===== src/rtl/sisc_pkg.sv =====
// sisc_pkg: shared definitions for the SISC fetch path.
//   - fetch FSM state encoding (fetch_state_e)
//   - default PC / instruction widths and instruction buffer depth
//   - PC value loaded on reset
package sisc_pkg;

  localparam int unsigned PC_W_DEF       = 16;
  localparam int unsigned INSTR_W_DEF    = 32;
  localparam int unsigned IBUF_DEPTH_DEF = 2;
  localparam int unsigned RESET_PC       = 0;

  typedef enum logic [1:0] {
    ST_IDLE   = 2'd0,
    ST_REQ    = 2'd1,
    ST_DROP   = 2'd2,
    ST_HALTED = 2'd3
  } fetch_state_e;

  // A memory request is outstanding in REQ and in DROP.
  function automatic logic is_req_state(input fetch_state_e s);
    return (s == ST_REQ) || (s == ST_DROP);
  endfunction

endpackage


===== src/rtl/fetch_unit_ibuf.sv =====
// ibuf: synchronous FIFO of {pc, instr} entries feeding decode.
// Ports:
//   clk, rst          - clock, asynchronous active-high reset
//   push, push_pc,
//   push_instr        - write one entry (accepted when not full, or full with a pop)
//   pop               - drop the head entry (ignored when empty)
//   flush             - empty the FIFO; wins over push
//   head_pc, head_instr - head entry, read from registered storage
//   full, empty, count  - occupancy
module ibuf #(
  parameter  int unsigned PC_W    = 16,
  parameter  int unsigned INSTR_W = 32,
  parameter  int unsigned DEPTH   = 2,
  localparam int unsigned CNT_W   = $clog2(DEPTH) + 1
) (
  input  logic               clk,
  input  logic               rst,
  input  logic               push,
  input  logic [PC_W-1:0]    push_pc,
  input  logic [INSTR_W-1:0] push_instr,
  input  logic               pop,
  input  logic               flush,
  output logic [PC_W-1:0]    head_pc,
  output logic [INSTR_W-1:0] head_instr,
  output logic               full,
  output logic               empty,
  output logic [CNT_W-1:0]   count
);

  localparam int unsigned AW = $clog2(DEPTH);

  // Pointers carry one extra wrap bit so full and empty are distinguishable.
  logic [CNT_W-1:0]   wr_ptr_q, wr_ptr_d;
  logic [CNT_W-1:0]   rd_ptr_q, rd_ptr_d;
  logic [PC_W-1:0]    pc_mem_q  [DEPTH];
  logic [PC_W-1:0]    pc_mem_d  [DEPTH];
  logic [INSTR_W-1:0] ins_mem_q [DEPTH];
  logic [INSTR_W-1:0] ins_mem_d [DEPTH];
  logic               do_push;
  logic               do_pop;

  assign count      = wr_ptr_q - rd_ptr_q;
  assign empty      = (wr_ptr_q == rd_ptr_q);
  assign full       = (count == CNT_W'(DEPTH));
  assign do_pop     = pop && !empty;
  assign do_push    = push && (!full || do_pop);
  assign head_pc    = pc_mem_q[rd_ptr_q[AW-1:0]];
  assign head_instr = ins_mem_q[rd_ptr_q[AW-1:0]];

  always_comb begin
    wr_ptr_d  = wr_ptr_q;
    rd_ptr_d  = rd_ptr_q;
    pc_mem_d  = pc_mem_q;
    ins_mem_d = ins_mem_q;
    if (flush) begin
      wr_ptr_d = '0;
      rd_ptr_d = '0;
    end else begin
      if (do_push) begin
        pc_mem_d[wr_ptr_q[AW-1:0]]  = push_pc;
        ins_mem_d[wr_ptr_q[AW-1:0]] = push_instr;
        wr_ptr_d                    = wr_ptr_q + CNT_W'(1);
      end
      if (do_pop) begin
        rd_ptr_d = rd_ptr_q + CNT_W'(1);
      end
    end
  end

  always_ff @(posedge clk or posedge rst) begin
    if (rst) begin
      wr_ptr_q <= '0;
      rd_ptr_q <= '0;
      for (int unsigned i = 0; i < DEPTH; i++) begin
        pc_mem_q[i]  <= '0;
        ins_mem_q[i] <= '0;
      end
    end else begin
      wr_ptr_q  <= wr_ptr_d;
      rd_ptr_q  <= rd_ptr_d;
      pc_mem_q  <= pc_mem_d;
      ins_mem_q <= ins_mem_d;
    end
  end

endmodule


===== src/rtl/fetch_unit.sv =====
// fetch_unit: SISC instruction fetch stage. Owns the program counter,
// issues one-at-a-time word requests to instruction memory and buffers the
// returned words for decode.
// Ports:
//   clk, rst_f             - clock, asynchronous active-high reset
//   imem_req, imem_addr    - memory request and its word address (held until ack)
//   imem_ack, imem_data    - request complete, data valid in the same cycle
//   ir, ir_pc, ir_valid    - head instruction, its address, valid flag
//   ir_ready               - decode takes the head when ir_valid && ir_ready
//   br_taken, br_target    - one-cycle redirect strobe and target address
//   halt                   - level; no new requests while high
// Build option:
//   FETCH_PREFETCH_EN      - issue whenever a buffer slot is free; otherwise
//                            issue only once the buffer is (becoming) empty.
module fetch_unit import sisc_pkg::*; #(
  parameter int unsigned PC_W       = PC_W_DEF,
  parameter int unsigned INSTR_W    = INSTR_W_DEF,
  parameter int unsigned IBUF_DEPTH = IBUF_DEPTH_DEF
) (
  input  logic               clk,
  input  logic               rst_f,
  output logic               imem_req,
  output logic [PC_W-1:0]    imem_addr,
  input  logic               imem_ack,
  input  logic [INSTR_W-1:0] imem_data,
  output logic [INSTR_W-1:0] ir,
  output logic [PC_W-1:0]    ir_pc,
  output logic               ir_valid,
  input  logic               ir_ready,
  input  logic               br_taken,
  input  logic [PC_W-1:0]    br_target,
  input  logic               halt
);

  localparam int unsigned CNT_W = $clog2(IBUF_DEPTH) + 1;
`ifdef FETCH_PREFETCH_EN
  localparam int unsigned ISSUE_CAP = IBUF_DEPTH;
`else
  localparam int unsigned ISSUE_CAP = 1;
`endif

  fetch_state_e     state_q, state_d;
  logic [PC_W-1:0]  fetch_pc_q, fetch_pc_d;
  logic [PC_W-1:0]  addr_q, addr_d;

  logic             push;
  logic             pop;
  logic             buf_full;
  logic             buf_empty;
  logic [CNT_W-1:0] buf_count;
  logic [CNT_W-1:0] cnt_after;
  logic             space_ok;

  assign imem_req  = is_req_state(state_q);
  assign imem_addr = addr_q;
  assign ir_valid  = !buf_empty;
  assign pop       = ir_valid && ir_ready;

  // Acked data is kept only in REQ and only when no redirect arrives with it.
  assign push = (state_q == ST_REQ) && imem_ack && !br_taken && (!buf_full || pop);

  // Occupancy after this cycle's push/pop/flush decides whether the next
  // request may be issued; a redirect always leaves the buffer empty.
  assign cnt_after = br_taken ? '0 : (buf_count + CNT_W'(push) - CNT_W'(pop));
  assign space_ok  = (cnt_after < CNT_W'(ISSUE_CAP));

  always_comb begin
    state_d    = state_q;
    fetch_pc_d = fetch_pc_q;
    addr_d     = addr_q;

    if (br_taken) begin
      fetch_pc_d = br_target;
    end

    case (state_q)
      ST_IDLE: begin
        if (halt) begin
          state_d = ST_HALTED;
        end else if (space_ok) begin
          state_d = ST_REQ;
          addr_d  = fetch_pc_d;
        end
      end

      ST_REQ, ST_DROP: begin
        if (imem_ack) begin
          if (state_q == ST_REQ && !br_taken) begin
            fetch_pc_d = fetch_pc_q + PC_W'(1);
          end
          // Back-to-back issue straight from the ack cycle keeps 1 word/cycle.
          if (halt) begin
            state_d = ST_HALTED;
          end else if (space_ok) begin
            state_d = ST_REQ;
            addr_d  = fetch_pc_d;
          end else begin
            state_d = ST_IDLE;
          end
        end else if (br_taken) begin
          // Request still in flight: keep its address, throw its data away.
          state_d = ST_DROP;
        end
      end

      ST_HALTED: begin
        if (!halt) begin
          state_d = ST_IDLE;
        end
      end

      default: begin
        state_d = ST_IDLE;
      end
    endcase
  end

  always_ff @(posedge clk or posedge rst_f) begin
    if (rst_f) begin
      state_q    <= ST_IDLE;
      fetch_pc_q <= PC_W'(RESET_PC);
      addr_q     <= '0;
    end else begin
      state_q    <= state_d;
      fetch_pc_q <= fetch_pc_d;
      addr_q     <= addr_d;
    end
  end

  ibuf #(
    .PC_W    (PC_W),
    .INSTR_W (INSTR_W),
    .DEPTH   (IBUF_DEPTH)
  ) u_ibuf (
    .clk        (clk),
    .rst        (rst_f),
    .push       (push),
    .push_pc    (fetch_pc_q),
    .push_instr (imem_data),
    .pop        (pop),
    .flush      (br_taken),
    .head_pc    (ir_pc),
    .head_instr (ir),
    .full       (buf_full),
    .empty      (buf_empty),
    .count      (buf_count)
  );

endmodule

===== config.mk =====
export PLATFORM = sky130hd
export DESIGN_NAME = fetch_unit
export DESIGN_NICKNAME = d
export VERILOG_FILES = /design/src/rtl/sisc_pkg.sv /design/src/rtl/fetch_unit_ibuf.sv /design/src/rtl/fetch_unit.sv
export SDC_FILE = /design/constraint.sdc
export NUM_CORES = 1
export LEC_CHECK = 0
export ABC_AREA = 0
export CAP_MARGIN = 10
export CORE_AREA = 2 2 120 122
export CTS_CLUSTER_DIAMETER = 80
export DETAILED_ROUTE_END_ITERATION = 10
export DIE_AREA = 0 0 122 124
export PLACE_DENSITY = 0.76
export SLEW_MARGIN = 25
export SYNTH_ARGS = -nofsm -noshare
export SYNTH_HDL_FRONTEND = slang
export SYNTH_SLANG_ARGS = --single-unit

===== constraint.sdc =====
create_clock -name clk -period 4 [get_ports clk]
set_clock_uncertainty 0.1 [all_clocks]
set_input_delay 0.4 -clock clk [delete_from_list [all_inputs] [get_ports clk]]
set_output_delay 0.4 -clock clk [all_outputs]
set_load 0.02 [all_outputs]

==> key figures <==
Outcome
  – Status: finished, final reports clean

Synthesis
  – Largest family of logic cells by synthesized area: multiplexers
  – Mapped cell area: 0.00656 sq mm
  – Top-area cell type share of the netlist area: 51.2%
  – Top_reg_cell synth: dfrtp_1
  – Post-synth top cells: 150 x mux2_2, 134 x dfrtp_1, 38 x nand2_1
  – Avg Cell Area, Syn: 12.4 sq um
  – Sequential fraction of the synthesis area: 51.2%
  – Synth Area in Compound Gates: 4.60%
  – Simple-gate area share of the yosys netlist: 7.18%
  – Synth async-reset ratio: 100%
  – Post-synthesis mux area share: 27.5%
  – Largest area contributor in the netlist: dfrtp_1
  – Syn. warnings: 0
  – Netlist cell types: 44
  – Most frequent cell after synthesis: mux2_2
  – Main area contributors after synthesis: dfrtp_1 51%, mux2_2 26%, xnor2_1 2.9%, nand2_1 2.2%, ha_1 1.5%
  – Synth Area in XOR/XNOR: 4.73%
  – Adder-Cell Fraction of Synth Area: 1.53%
  – Syn Inst Count: 529
  – Post-synth EDFFs: 0
  – Number of synthesized register bits: 134
  – Net count after synthesis: 591

Clocking
  – TritonCTS Sinks: 134
  – Clock tree buffer depth: 2
  – Latest clock arrival within the worst-skew pair: 0.41 ns
  – Root buf cell: clkbuf_16
  – CTS tree: yes
  – Post-CTS Setup Bufs: 0
  – CTS clk-pin slew, worst paths: 0.05 ns
  – H-Tree Depth: 4
  – CTS Buf Count: 17
  – CTS hold repair buffers: 0
  – CTS resizes: 0

Setup path
  – Crit path buf inv count: 3
  – CP peak stage delay: 0.46 ns
  – Worst setup SP type: register
  – Crit. End Element: register
  – Worst path arrival time: 3.58 ns
  – Crit-path cells: inv_1 > ha_1 > a21boi_0 > ha_1 > inv_1 > ha_1 > xnor3_1 > and3b_4 > o311ai_2 > buf_4 > a211oi_1 > a21o_1
  – Crit-path most repeated cell: ha_1
  – Worst-path maximum fanout: 32
  – Crit. Startpoint: u_ibuf.wr_ptr_q[0]$_DFFE_PP0P_
  – Delay-heaviest family, CP: compound AO/OA/AOI/OAI gates
  – Crit path required time: 4.20 ns
  – CP max-delay cell: dfrtp_1
  – WS Path Type: reg2reg
  – RR Startpoint: u_ibuf.wr_ptr_q[0]$_DFFE_PP0P_

Cells and area
  – Register Area: 0.00335 sq mm
  – Layout area overhead: 29.7%
  – Share of post-route cells with drive strength above 1: 30.1%
  – # fillers: 1122
  – Footprint of the multi-input gates: 0.00300 sq mm
  – Non-Filler Instances: 831
  – Total Nets Final: 703
  – Diodes inserted: 0
  – Final Cell Area: 0.00850 sq mm
  – Layout Utilization: 62.0%

Global routing
  – First-pass GRT wire length: 23700 microns
  – Vias in the first global route: 4815
  – Busiest metal layer after global routing: met2
  – Grt met3 use: 4.72%
  – Met2 usage: 36.8%
  – Total gr overflow: 0
  – Antenna violations before repair: 0
  – Total GRT Usage: 20.4%
  – Met1 usage: 23.0%
  – Largest net degree at the start of global routing: 51

Power
  – Leak: 3.71 nW
  – PD cells: 779 mW/mm^2
  – Worst vdd ir: 395 uV

Timing
  – WHS: 0.331 ns
  – TNS Setup: 0 ns
  – Final Hold Vio Count: 0
  – Slew HR: 52.5%
  – Max-slew violations: 0
  – Actual slew at the worst max-slew pin: 0.713 ns
  – Fin crit share: 84.6%
  – Unrepaired setup endpoints after global routing: no
  – Min Clock Period, post-route: 3.38 ns
  – Finish-stage setup viols: 0
  – Max Fclk: 296 MHz

Drt
  – Post-route DRC: 0
  – Via count: 4500
  – DRT Wirelength: 14700 microns
  – DR iter-0 viols: 241
  – Pre-Repair DR Iteration Count: 4
  – Vias per std cell: 5.42
  – DR WL/cell: 17.7 microns
  – Post-route ant nets: 0

Flow run
  – Max Cap Viol: 0

Placed design
  – Hpwl dp: 9970 microns
  – Post-DP Area: 0.00791 sq mm
  – Dpl cells: 801
  – Gpl congestion: 0.861
  – PortBufs: 119

Floorplanning
  – Die width: 122 microns
  – # IOs: 120
  – Die Y: 124 microns
  – Initial Util: 47.8%
  – Row count: 43
  – Die ar.: 0.0151 sq mm
  – Core Box Area: 0.0137 sq mm

Worst hold path
  – Hold Path Class: in2async
-- area by class of cell --
type / instances / share of cell area, %
Clock buffer: 26 / 6.22
Tap cell: 180 / 2.65
Timing Repair Buffer: 130 / 15.4
Sequential cell: 134 / 39.4
Clock inverter: 3 / 0.471
Multi-Input combinational cell: 346 / 35.3
Inverter: 12 / 0.574
-- per-layer routing --
layer / part of all wire [%] / routed length (microns)
met3: 4.2 / 623
met4: 2.0 / 292
met1: 40 / 5890
met5: 0 / 0
met2: 54 / 7910
-- sequential cells by signal, summed over array words and instances (netlist names) --
name              flops
imem_addr            16
fetch_pc_q           16
u_ibuf.wr_ptr_q       2
u_ibuf.ins_mem_q     64
state_q               2
u_ibuf.rd_ptr_q       2
u_ibuf.pc_mem_q      32
-- placed cells by master (no fill, tap or decap), types with 3 or more instances in the layout --
cell type        count
mux2_2             150
dfrtp_1            133
clkdlybuf4s50_1    119
nand2_1             38
xnor2_1             22
nor2_1              20
clkbuf_16           17
o21ai_0             14
nand3_1             12
inv_1               10
mux2i_1              9
xor2_1               9
buf_4                9
and3_1               8
a21oi_1              8
ha_1                 8
clkbuf_8             7
o31ai_1              6
and4_1               5
nand4_1              5
o22ai_1              4
and2_1               3
-- stage by stage --
stage | total power [W] | setup WS, ns
2_1_floorplan | 0.00401 | 1.12
3_3_place_gp | 0.00505 | 0.808
3_5_place_dp | 0.00517 | 0.663
4_1_cts | 0.00669 | 0.607
5_1_grt | 0.00702 | 0.374
6_report | 0.00662 | 0.618
-- final timing paths --
kind,endpoint,slack [ns],cells past startpoint
max,imem_addr[11]$_DFFE_PP0P_,0.62,12
max reg2reg,imem_addr[11]$_DFFE_PP0P_,0.62,12
min,u_ibuf.ins_mem_q[26]$_DFFE_PP0P_,0.33,2
min reg2reg,u_ibuf.pc_mem_q[4]$_DFFE_PP0P_,0.38,2
max in group asynchronous,u_ibuf.rd_ptr_q[0]$_DFFE_PP0P_,2.62,4
min in group clk,u_ibuf.pc_mem_q[4]$_DFFE_PP0P_,0.38,2
-- report_power, final --
group	internal [W]	switching (W)	leakage, nW
registers	0.00189	0.000309	1.67
clock network	0.000958	0.000527	0.284
logic	0.00155	0.00138	1.75
total	0.00440	0.00222	3.71
-- logic make-up after synthesis --
logic type	after synthesis
buffers and inverters	49
AOI/OAI and AO/OA	46
adders and majority gates	8
and+or+nand+nor	98
DFF	134
muxes	161
xor gates and xnor gates	33
Note: power is estimated with default switching activity, not from simulation.
